==> config.mk <==
export PLATFORM = sky130hd
export DESIGN_NAME = fifo_umbrales_flat
export DESIGN_NICKNAME = d
export VERILOG_FILES = /design/src/rtl/fifo_umbrales_if.sv /design/src/rtl/fifo_umbrales.sv /design/src/flat_wrapper.sv
export SDC_FILE = /design/constraint.sdc
export NUM_CORES = 1
export LEC_CHECK = 0
export ABC_CLOCK_PERIOD_IN_PS = 6900
export CORE_MARGIN = 2
export CORE_UTILIZATION = 60
export DETAILED_ROUTE_END_ITERATION = 6
export PLACE_DENSITY_LB_ADDON = 0.2
export SYNTH_ARGS = -nofsm -noshare
export SYNTH_HDL_FRONTEND = slang
export SYNTH_SLANG_ARGS = --single-unit
==> constraint.sdc <==
create_clock -name clk -period 6.9 [get_ports clk]
set_input_delay 1.38 -clock clk [delete_from_list [all_inputs] [get_ports clk]]
set_output_delay 1.38 -clock clk [all_outputs]
set_load 0.005 [all_outputs]
==> src/rtl/fifo_umbrales_if.sv <==
// FIFO bus for fifo_umbrales: write/read handshake, threshold loading and the
// occupancy/status flags. The master drives requests; the FIFO is the slave.
interface fifo_umbrales_if #(
  parameter int DATA_W = 6,
  parameter int ADDR_W = 3
);
  logic              push;
  logic [DATA_W-1:0] data_in;
  logic              pop;
  logic [DATA_W-1:0] data_out;
  logic              valid_out;
  logic              umbral_load;
  logic [2:0]        bajo;
  logic [2:0]        alto;
  logic              empty;
  logic              full;
  logic              almost_empty;
  logic              almost_full;
  logic [ADDR_W:0]   count;
  logic              error;

  modport master (
    output push, data_in, pop, umbral_load, bajo, alto,
    input  data_out, valid_out, empty, full, almost_empty, almost_full, count, error
  );

  modport slave (
    input  push, data_in, pop, umbral_load, bajo, alto,
    output data_out, valid_out, empty, full, almost_empty, almost_full, count, error
  );
endinterface

==> src/rtl/fifo_umbrales.sv <==
// fifo_umbrales: 2**ADDR_W-entry circular FIFO with registered read data and
// programmable almost-empty / almost-full thresholds.
// Build option FIFO_ERROR_STICKY_EN: when defined, error latches on the first
// overflow/underflow until reset; otherwise it pulses for one cycle after each
// rejected operation.
module fifo_umbrales #(
  parameter int DATA_W = 6,
  parameter int ADDR_W = 3
) (
  input  logic clk,
  input  logic reset,
  fifo_umbrales_if.slave bus
);

  localparam int              DEPTH  = 2 ** ADDR_W;
  localparam logic [ADDR_W:0] C_FULL = (ADDR_W + 1)'(DEPTH);

  logic [DATA_W-1:0] r_mem [DEPTH];
  logic [ADDR_W-1:0] r_wr_ptr;
  logic [ADDR_W-1:0] r_rd_ptr;
  logic [ADDR_W:0]   r_count;
  logic [DATA_W-1:0] r_data_out;
  logic              r_valid_out;
  logic              r_error;
  logic [2:0]        r_bajo_q;
  logic [2:0]        r_alto_q;

  logic              w_empty;
  logic              w_full;
  logic              w_pop_ok;
  logic              w_push_ok;
  logic              w_err_evt;
  logic [ADDR_W:0]   w_alto_eff;

  // Status and acceptance decode from the registered occupancy.
  assign w_empty    = (r_count == '0);
  assign w_full     = (r_count == C_FULL);
  // A pop only succeeds on a non-empty FIFO, so push+pop on empty never
  // bypasses: the push is stored and the pop is flagged as an underflow.
  assign w_pop_ok   = bus.pop && !w_empty;
  // When full, a push is still taken if a pop frees the slot in the same cycle.
  assign w_push_ok  = bus.push && (!w_full || w_pop_ok);
  assign w_err_evt  = (bus.push && !w_push_ok) || (bus.pop && !w_pop_ok);
  // An almost-full threshold of 0 means "only when completely full".
  assign w_alto_eff = (r_alto_q == 3'd0) ? C_FULL : (ADDR_W + 1)'(r_alto_q);

  // Storage write; the slot at wr_ptr is overwritten on an accepted push.
  // NOTE: the memory has no reset on purpose -- stale contents are unreachable
  // once the pointers and count are cleared, and a reset here would stop the
  // array from mapping onto RAM.
  always_ff @(posedge clk) begin
    if (w_push_ok) begin
      r_mem[r_wr_ptr] <= bus.data_in;
    end
  end

  // Pointers, occupancy and registered read port.
  // NOTE: non-blocking assignments make a same-cycle push+pop on a full FIFO
  // read the old entry at rd_ptr before the push overwrites that slot.
  always_ff @(posedge clk) begin
    if (reset) begin
      r_wr_ptr    <= '0;
      r_rd_ptr    <= '0;
      r_count     <= '0;
      r_data_out  <= '0;
      r_valid_out <= 1'b0;
    end else begin
      r_valid_out <= w_pop_ok;
      if (w_push_ok) begin
        r_wr_ptr <= r_wr_ptr + ADDR_W'(1);
      end
      if (w_pop_ok) begin
        r_rd_ptr   <= r_rd_ptr + ADDR_W'(1);
        r_data_out <= r_mem[r_rd_ptr];
      end
      case ({w_push_ok, w_pop_ok})
        2'b10:   r_count <= r_count + (ADDR_W + 1)'(1);
        2'b01:   r_count <= r_count - (ADDR_W + 1)'(1);
        default: r_count <= r_count;
      endcase
    end
  end

  // Threshold registers, reloaded whenever umbral_load is high.
  always_ff @(posedge clk) begin
    if (reset) begin
      r_bajo_q <= '0;
      r_alto_q <= '0;
    end else if (bus.umbral_load) begin
      r_bajo_q <= bus.bajo;
      r_alto_q <= bus.alto;
    end
  end

  // Overflow/underflow flag: latched or one-cycle pulse depending on build.
  always_ff @(posedge clk) begin
    if (reset) begin
      r_error <= 1'b0;
    end else begin
`ifdef FIFO_ERROR_STICKY_EN
      r_error <= r_error | w_err_evt;
`else
      r_error <= w_err_evt;
`endif
    end
  end

  assign bus.data_out     = r_data_out;
  assign bus.valid_out    = r_valid_out;
  assign bus.count        = r_count;
  assign bus.empty        = w_empty;
  assign bus.full         = w_full;
  // Overlapping thresholds are legal; both flags may be high together.
  assign bus.almost_empty = (r_count <= (ADDR_W + 1)'(r_bajo_q));
  assign bus.almost_full  = (r_count >= w_alto_eff);
  assign bus.error        = r_error;

endmodule

==> src/flat_wrapper.sv <==
// flat-port wrapper written by rule: the top's interface ports become plain ports
module fifo_umbrales_flat 
#(
  parameter int DATA_W = 6,
  parameter int ADDR_W = 3
)
  (clk, reset, bus_push, bus_data_in, bus_pop, bus_umbral_load, bus_bajo, bus_alto, bus_data_out, bus_valid_out, bus_empty, bus_full, bus_almost_empty, bus_almost_full, bus_count, bus_error);
  fifo_umbrales_if #(.DATA_W(DATA_W), .ADDR_W(ADDR_W)) bus_i ();
  input  logic clk;
  input  logic reset;
  input wire logic [$bits(bus_i.push)-1:0] bus_push;
  input wire logic [$bits(bus_i.data_in)-1:0] bus_data_in;
  input wire logic [$bits(bus_i.pop)-1:0] bus_pop;
  input wire logic [$bits(bus_i.umbral_load)-1:0] bus_umbral_load;
  input wire logic [$bits(bus_i.bajo)-1:0] bus_bajo;
  input wire logic [$bits(bus_i.alto)-1:0] bus_alto;
  output wire logic [$bits(bus_i.data_out)-1:0] bus_data_out;
  output wire logic [$bits(bus_i.valid_out)-1:0] bus_valid_out;
  output wire logic [$bits(bus_i.empty)-1:0] bus_empty;
  output wire logic [$bits(bus_i.full)-1:0] bus_full;
  output wire logic [$bits(bus_i.almost_empty)-1:0] bus_almost_empty;
  output wire logic [$bits(bus_i.almost_full)-1:0] bus_almost_full;
  output wire logic [$bits(bus_i.count)-1:0] bus_count;
  output wire logic [$bits(bus_i.error)-1:0] bus_error;
  assign bus_i.push = bus_push;
  assign bus_i.data_in = bus_data_in;
  assign bus_i.pop = bus_pop;
  assign bus_i.umbral_load = bus_umbral_load;
  assign bus_i.bajo = bus_bajo;
  assign bus_i.alto = bus_alto;
  assign bus_data_out = bus_i.data_out;
  assign bus_valid_out = bus_i.valid_out;
  assign bus_empty = bus_i.empty;
  assign bus_full = bus_i.full;
  assign bus_almost_empty = bus_i.almost_empty;
  assign bus_almost_full = bus_i.almost_full;
  assign bus_count = bus_i.count;
  assign bus_error = bus_i.error;
  fifo_umbrales #(.DATA_W(DATA_W), .ADDR_W(ADDR_W)) u_core (.clk(clk), .reset(reset), .bus(bus_i));
endmodule
==> results_dict.tcl <==
set metrics [dict create \
    outcome "completed" \
    worst_r2r_startpoint "u_core.bus.count[1]" \
    io_pins 33 \
    period_share_pct 53.7 \
    power.total_mw 1.25 \
    final_layout_size_suffix_gt1_share_pct 12.4 \
    nets 274 \
    final.setup.worst_slack_ns 3.20 \
    clock_sink_count 72 \
    io_buffers 32 \
    dpl.hpwl_mm 3.65 \
    die_width_um 74.7 \
    register_area_um2 1920 \
    grt_antenna_before_repair 0 \
    finalCriticalPeriod_ns 3.70 \
    rsz0062_at_grt "no" \
    max_slew_margin_pct 26.4 \
    peakVddDrop_mv 0.274 \
    core_region_area_um2 4750 \
    fmaxAchievable_mhz 270 \
    floorplan.die_area_um2 5580 \
    postSynth.topFlopCell "sky130_fd_sc_hd__edfxtp_1" \
    die-height_um 74.7 \
    layout.cells.most_common "sky130_fd_sc_hd__edfxtp_1" \
    start_kind "flip-flop" \
    yosysUniqueCellTypes 32 \
    yosys_warnings 0 \
    layout.cells.most_common_list "48 x sky130_fd_sc_hd__edfxtp_1, 32 x sky130_fd_sc_hd__clkdlybuf4s50_1, 29 x sky130_fd_sc_hd__nor2_1" \
    post_place_worst_slack_ns 2.91 \
    grt_max_degree 25 \
    tightest_slew_ns 1.09 \
    clkLatencyLatePin_ns 0.35 \
    cts_made_buffers 9 \
    diodes 0 \
    synthArstFlopShare_pct 0 \
    cts_tree "yes" \
    first_global_vias 1754 \
    cp-end-kind "output port" \
    net_count_of_the_mapped_netlist 239 \
    p_leak_nw 1.26 \
    vias_per_cell 5.66 \
    synth-seq-cells 72 \
    detail-route-antenna-nets 0 \
    global_route.overflow_total 0 \
    max-cap-violations 0 \
    routed-via-count 1788 \
    htreeDepth 3 \
    setup_total_negative_slack_ns 0 \
    synth_sequential_area_ratio_pct 64.1 \
    floorplan.initialDensity_pct 63.0 \
    gp_congestion 0.756 \
    row_count 25 \
    internal-power_mw 0.885 \
    cts_post_setup_buffers_inserted 0 \
    routed_wl_mm 5.34 \
    clock_tree.root_cell "sky130_fd_sc_hd__clkbuf_8" \
    post_cts_resize_count 0 \
    fill_cells 315 \
    hold_buffers 0 \
    drt_drc_violations_left 0 \
    fin_skew_ns 0.00490 \
    netlist_area_um2 3000 \
    area_used_by_multi_input_combinational_logic_um2 993 \
    power_frac_clock_pct 26.5 \
    first_iter_violations 82 \
    critical_path_arrival_ns 2.32 \
    pwr_density_cell_nw_per_um2 350 \
    synth.avg_cell_area_um2 14.3 \
    dr.pass1.iters 4 \
    netSwitchingPower_mw 0.363 \
    synth_enable_flop_cells 48 \
    globalRouteTotalUtil_pct 22.3 \
    crit_path_max_fanout 6 \
    final-instance-count-excl-fill 316 \
    hold_sp "u_core.bus.data_out[3]" \
    area_delta_synth_final_pct 19.0 \
    share_comb_of_total_power_pct 28.6 \
    power.sequential.fraction_pct 44.9 \
    worstHoldPathType "reg -> reg" \
    synthCells 209 \
    setup_violations 0 \
    crit_path_start "u_core.bus.count[0]" \
    worst_ep_required_time_ns 5.52 \
    post_cts_clock_slew_at_the_launch_and_capture_registers_of_the_worst_setup_and_hold_paths_ns 0.07 \
    place_inst 300 \
    grt_pass1_wl_mm 8.54 \
    finalHoldViolCount 0 \
    finalCoreUtilization_pct 75.0 \
    switching_share_pct 29.1 \
    slew_violations 0 \
    cts_buffer_depth 2 \
    critPathKind "reg -> out" \
    routedWlPerCell_um 16.9 \
]
[kinds of logic after synthesis]
logic type	Yosys count	synth area share, %
flip-flops	72	64.1
buffers and inverters	18	2.71
AND/OR/NAND/NOR	58	9.02
adder cells (fa/ha/maj)	13	5.68
multiplexers	20	11.7
XOR/XNOR	6	1.75
AO/OA/AOI/OAI	22	5.01
[layout make-up]
type	count	share of cell area (%)
clock buffers	10	3.86
multi-input cells	119	27.8
well taps	67	2.35
inverters	9	0.947
repair buffers	33	9.19
flip-flops and latches	72	53.9
clock inverters	6	1.93
[worst max-delay path: stages, from the launching register on]
cell                              delay, ns
sky130_fd_sc_hd__dfxtp_1               0.43
sky130_fd_sc_hd__inv_1                 0.14
sky130_fd_sc_hd__ha_1                  0.30
sky130_fd_sc_hd__nand2b_1              0.14
sky130_fd_sc_hd__a21o_1                0.18
sky130_fd_sc_hd__a21o_1                0.17
sky130_fd_sc_hd__a21o_1                0.17
sky130_fd_sc_hd__clkdlybuf4s50_1       0.44
[power groups by stage]
stage          Combinational, mW  Clock, mW  Sequential (mW)
6_report                   0.357      0.331            0.560
5_1_grt                    0.398      0.356            0.570
4_1_cts                    0.362      0.339            0.562
3_5_place_dp               0.360          0            0.571
3_3_place_gp               0.345          0            0.569
2_1_floorplan              0.245          0            0.548
[worst paths after layout]
kind,depth (start not counted),slack (ns),end
min,2,0.49,u_core.bus.data_out[3]
max,7,3.20,bus_almost_full
max reg2reg,8,4.14,u_core.bus.count[3]
min reg2reg,2,0.49,u_core.bus.data_out[3]
[per-layer routing]
metal  part of all wire, %  wire length (um)  vias to the layer above  track usage, %
met2                    51              2720                       61            35.4
met3                   6.8               361                        6            6.83
li1                      -                 -                      846               -
met4                  0.82                44                        0            10.7
met1                    41              2210                      875            28.4
met5                     0                 0                        -               0
[sequential cells by signal, indices dropped and copies added (netlist names)]
register	cells
u_core.bus.data_out	6
u_core.r_alto_q	3
u_core.bus.valid_out	1
u_core.bus.error	1
u_core.r_wr_ptr	3
u_core.bus.count	4
u_core.r_bajo_q	3
u_core.r_rd_ptr	3
u_core.r_mem	48
[synthesized netlist by cell type, drive strengths merged, types with 2 or more instances]
| cell type | count | area share [%] |
|---|---|---|
| ha | 12 | 5.0 |
| a21oi | 7 | 1.2 |
| nand2b | 5 | 1.0 |
| dfxtp | 24 | 16 |
| o22ai | 6 | 1.3 |
| inv | 9 | 1.1 |
| nor2 | 29 | 3.6 |
| nor3 | 11 | 1.8 |
| xor2 | 5 | 1.5 |
| nor2b | 2 | 0.42 |
| o21ai | 2 | 0.71 |
| nand3 | 2 | 0.33 |
| o211ai | 2 | 0.50 |
| edfxtp | 48 | 48 |
| nand2 | 3 | 0.38 |
| buf | 4 | 0.96 |
| a21o | 3 | 0.75 |
| clkbuf | 5 | 0.63 |
| or3 | 2 | 0.42 |
| mux4 | 12 | 9.0 |
| mux2i | 8 | 2.7 |
[per-stage QoR]
stage / instance area, um2 / hold slack [ns]
floorplan: 3000 / 0.460
global route: 3570 / 0.549
CTS: 3570 / 0.495
detailed placement: 3360 / 0.480
global placement: 3360 / 0.479
finish: 3570 / 0.490
Power figures use the tool's default switching activity.
==> RTL edit 1: new RTL, same settings <==
Add a define of `FIFO_ERROR_STICKY_EN`.
--- a/src/rtl/fifo_umbrales.sv
+++ b/src/rtl/fifo_umbrales.sv
@@ -3,6 +3,8 @@
 // Build option FIFO_ERROR_STICKY_EN: when defined, error latches on the first
 // overflow/underflow until reset; otherwise it pulses for one cycle after each
 // rejected operation.
+`define FIFO_ERROR_STICKY_EN
+
 module fifo_umbrales #(
   parameter int DATA_W = 6,
   parameter int ADDR_W = 3
Check against the original RTL: not equivalent (Yosys sat finds a counterexample within 4 cycles, from zero or initial values and one cycle with reset high).
==> RTL edit 1 against the original RTL <==
Sequential cell count unchanged; utilization up 0.29 points; worst hold slack got worse by 20 ps; global-route usage is 0.31 points higher; design area increased by 1.1%; non-clock buffer count stayed put; count of clock-buffer cells in the layout shrank 1; power rose by 3.9%; combinational power is 3% higher; routed wire length is 2.6% higher; setup slack got worse by 38 ps; via count up 0.22%; area after synthesis rose by 1.0%; die area grew 0.95%; highest routed layer unchanged.
==> RTL edit 1: results (changes against the original RTL) <==
[run_status]
run_status=finished, final reports clean

[yosys]
ys_dominant_reg_cell=edfxtp_1
ys_seq_area_frac=0.635  ; -0.00636
ys_top_cells_by_count=48 x edfxtp_1, 28 x nor2_1, 24 x dfxtp_1
syn_inst=211  ; +0.96%
synth_edf_count=48  ; unchanged
ys_async_sr_fraction=0  ; unchanged
syn-num-nets=241  ; +0.84%
synthTopCellsByArea=edfxtp_1 48%, dfxtp_1 16%, mux4_2 8.9%, ha_1 5.0%, nor2_1 3.5%
synthDistinctLibCells=36  ; +13%
yosysWarnings=0  ; unchanged

[layout]
largest_reg_flops=48  ; unchanged
finalNetCount=276  ; +0.73%
top_register=u_core.r_mem
diodes=0  ; unchanged
drive_above_1_share=0.131  ; +0.00698

[global_route]
grt_usage=0.226  ; +0.00314
grt_start_max_net_pins=25  ; unchanged
grt_antenna_before_repair=0  ; unchanged
first_global_vias=1750  ; -0.23%
use_met2=0.372  ; +0.0183
met3_usage=0.0937  ; +0.0254
grt_pass1_wl_mm=8.77  ; +2.7%
use_met1=0.280  ; -0.00461

[sta]
fin_skew_ps=12.3  ; +7.40 ps
relSlewSlack=0.290  ; +0.0260

[cts]
cts-root-buf=clkbuf_8
cts_resized=0  ; unchanged
clk_latency_ps=350  ; about the same
cts_buffers=9  ; unchanged
post-cts-setup-buffers=0  ; unchanged
htree_levels=3  ; unchanged
clockBufferDepth=2  ; unchanged
clkSlewWorstSetupHoldPaths_ps=80

[power_and_ir_drop]
ir_drop_mv=0.226  ; -17%
p_leak_nw=1.26  ; about the same

[placement]
post_dp_cell_area_um2=3390  ; +0.74%
dp_cells=302  ; +0.67%
place.gp.congestion=0.745  ; -1.5%
io_buffers=32  ; unchanged
dp_hpwl_mm=3.58  ; -1.7%

[drt]
first_iter_violations=101  ; +23%
postRouteWirelength_mm=5.48  ; +2.6%
via_per_inst=5.64  ; -0.41%
num_vias=1792  ; +0.22%
firstDrtPassIters=4  ; unchanged

[critical_path]
cp_slowest_cell=dfxtp_1
path_max_fanout=7  ; +1
cpPeakStageDelay_ps=470  ; +30 ps
arrival_ps=2360  ; +40 ps

[min_path]
min_path_type=register to register

RTL edit 1: report_power, final:
part,switching [mW],internal [mW],total [mW]
Combinational,0.158,0.211,0.369
Clock,0.159,0.203,0.362
Sequential,0.0596,0.506,0.565
RTL edit 1: cells by family (layout without fill, tap and decap cells):
kind of cell | Yosys count | in the layout | share of synthesized area
AO/OA/AOI/OAI | 22 | 22 | 0.0488
multiplexers | 20 | 20 | 0.116
buffers and inverters | 18 | 58 | 0.0285
XOR/XNOR | 6 | 6 | 0.0174
adder cells (fa/ha/maj) | 13 | 13 | 0.0562
flip-flops | 72 | 72 | 0.635
AND/OR/NAND/NOR | 60 | 60 | 0.0984
RTL edit 1: area by class of cell:
class,count,area (µm²)
Sequential cell,72,1920
Fill cell,329,1180
Multi-Input combinational cell,121,1020
Timing Repair Buffer,33,328
Clock buffer,9,124
Clock inverter,7,95.1
Tap cell,67,83.8
Inverter,9,33.8
RTL edit 1: worst paths after layout:
path / cells past startpoint / slack [ps] / endpoint / from
worst max-delay path: 7 / 3160 / bus_almost_full / u_core.bus.count[0]
worst min-delay path: 2 / 470 / u_core.bus.error / u_core.bus.error
worst min register to register: 2 / 470 / u_core.bus.error / u_core.bus.error
worst max register to register: 7 / 4150 / u_core.bus.count[3] / u_core.bus.count[3]
RTL edit 1: metrics by stage:
stage / util / power, mW / setup slack, ps / hold slack, ps
6_report: 0.753 / 1.30 / 3160 / 470
3_5_place_dp: 0.707 / 0.944 / 2960 / 461
5_1_grt: 0.753 / 1.37 / 3020 / 525
3_3_place_gp: 0.707 / 0.929 / 3020 / 447
2_1_floorplan: - / 0.800 / 3760 / 460
4_1_cts: 0.753 / 1.31 / 3130 / 478
RTL edit 1: worst max-delay path, delay by kind of cell, from the launching register on:
kind | cells | cell delay [ps]
simple gates | 1 | 140
fa+ha+maj | 1 | 310
flops | 1 | 470
compound gates | 3 | 500
buf+inv | 2 | 580
RTL edit 1: routing by layer:
metal  vias up  wire length [µm]
met3         7               342
met1       881              2310
met2        45              2790
li1        859                 -
met4         0                41
met5         -                 0
==> RTL edit 2: new RTL, same flow settings <==
Made on the original files. Make the reset (`reset`) asynchronous in 3 clocked blocks.
--- a/src/rtl/fifo_umbrales.sv
+++ b/src/rtl/fifo_umbrales.sv
@@ -57,7 +57,7 @@
   // Pointers, occupancy and registered read port.
   // NOTE: non-blocking assignments make a same-cycle push+pop on a full FIFO
   // read the old entry at rd_ptr before the push overwrites that slot.
-  always_ff @(posedge clk) begin
+  always_ff @(posedge clk or posedge reset) begin
     if (reset) begin
       r_wr_ptr    <= '0;
       r_rd_ptr    <= '0;
@@ -82,7 +82,7 @@
   end
 
   // Threshold registers, reloaded whenever umbral_load is high.
-  always_ff @(posedge clk) begin
+  always_ff @(posedge clk or posedge reset) begin
     if (reset) begin
       r_bajo_q <= '0;
       r_alto_q <= '0;
@@ -93,7 +93,7 @@
   end
 
   // Overflow/underflow flag: latched or one-cycle pulse depending on build.
-  always_ff @(posedge clk) begin
+  always_ff @(posedge clk or posedge reset) begin
     if (reset) begin
       r_error <= 1'b0;
     end else begin
Function: differs if reset is asserted again (counterexample within 4 cycles, from zero or initial values and one cycle with reset high); with reset held inactive, the same outputs for 10 cycles.
==> RTL edit 2 against the original RTL <==
Largest power group unchanged; highest routed layer unchanged; power grew 23%; largest cell class unchanged; via count grew 6.5%; setup slack lost 18 ps; routed wire length grew 9.3%; synthesized cell count rose by 10%; sequential cell count unchanged; area after synthesis is 7.3% higher; design area is 6.2% higher.
==> RTL edit 2: results (changes against the original RTL) <==
[global_route]
grt_antenna_before_repair=0  ; unchanged
use_met1=0.307  ; +0.0231
first_global_vias=1847  ; +5.3%
grt_pass1_wl_mm=9.34  ; +9.5%
grt_start_max_net_pins=27  ; +8.0%
use_met2=0.307  ; -0.0470
met3_usage=0.0494  ; -0.0189

[placement]
place.gp.congestion=0.831  ; +9.9%
dp_hpwl_mm=3.93  ; +7.8%
dp_cells=324  ; +8.0%
dp_slack_ps=2930  ; +25.5 ps
post_dp_cell_area_um2=3560  ; +6.0%

[power_and_ir_drop]
ir_drop_mv=0.248  ; -9.3%
switchingPower_uw=500  ; +38%
p_leak_nw=1.47  ; +16%

[yosys]
muxShareOfSynthArea=0.0942  ; -0.0227
synth_compound_area_frac=0.0934  ; +0.0433
synthDistinctLibCells=39  ; +22%
synthTopCellsByArea=edfxtp_1 45%, dfrtp_1 19%, mux2_2 4.9%, ha_1 4.3%, mux2i_1 4.0%
ys_async_sr_fraction=0.333  ; +0.333
ys_top_cells_by_count=48 x edfxtp_1, 24 x dfrtp_1, 24 x nand2_1
syn_inst=230  ; +10%
syn-num-nets=259  ; +8.4%
synth_xor_xnor_area_share=0.0163  ; -0.00119
synthAdderAreaFrac=0.0490  ; -0.00776

[drt]
num_vias=1905  ; +6.5%
route.met3.wl_um=329  ; -8.9%
postRouteWirelength_mm=5.84  ; +9.3%
first_iter_violations=163  ; +99%
wl_met1_mm=2.58  ; +17%
wl_met2_mm=2.78  ; +2.1%

[critical_path]
arrival_ps=2340  ; +20 ps
path_max_fanout=5  ; -1

[sta]
relSlewSlack=0.376  ; +0.111
fin_skew_ps=10.3  ; +5.40 ps

[layout]
largest_reg_flops=48  ; unchanged
drive_above_1_share=0.137  ; +0.0125
stdcell_count=340  ; +7.6%

[run_status]
run_status=finished, final reports clean

[cts]
cts_buffers=9  ; unchanged
clockBufferDepth=2  ; unchanged

==> RTL edit 2: power by group through the flow <==
| stage | Clock, mW | Sequential, mW | Combinational [mW] |
|---|---|---|---|
| floorplan | 0 | 0.610 | 0.383 |
| global placement | 0 | 0.625 | 0.529 |
| detailed placement | 0 | 0.629 | 0.543 |
| CTS | 0.378 | 0.621 | 0.548 |
| global route | 0.395 | 0.634 | 0.592 |
| finish | 0.375 | 0.622 | 0.541 |
==> RTL edit 2: area by class of cell <==
| type | instances | area (µm²) |
|---|---|---|
| sequential | 72 | 2040 |
| tap | 70 | 87.6 |
| multi-input combinational | 140 | 1070 |
| fill | 371 | 1350 |
| clock buffer | 9 | 124 |
| clock inverter | 7 | 103 |
| inverter | 9 | 33.8 |
| timing repair buffer | 33 | 328 |
==> RTL edit 2: final timing paths <==
path,from,end,slack (ps),depth (start not counted)
min in group asynchronous,reset,u_core.r_wr_ptr[0],1530,2
worst max-delay path,u_core.bus.count[0],bus_almost_full,3180,7
max in group asynchronous,reset,u_core.bus.data_out[4],4790,2
worst min-delay path,u_core.bus.data_out[1],u_core.bus.data_out[1],500,2
worst max register to register,u_core.bus.count[1],u_core.bus.count[3],3780,10
worst min register to register,u_core.bus.data_out[1],u_core.bus.data_out[1],500,2
==> RTL edit 2: kinds of logic (layout without fill, tap and decap cells) <==
logic type / Yosys count / in the layout
AND/OR/NAND/NOR: 56 / 56
adder cells (fa/ha/maj): 12 / 12
flip-flops: 72 / 72
buffers and inverters: 18 / 58
AO/OA/AOI/OAI: 38 / 38
XOR/XNOR: 6 / 6
multiplexers: 28 / 28
==> RTL edit 2: critical path, stage by stage (launching register included) <==
cell,delay (ps)
dfrtp_1,430
inv_1,200
ha_1,260
nand2b_1,140
a21o_1,180
a21o_1,170
a21o_1,170
clkdlybuf4s50_1,430
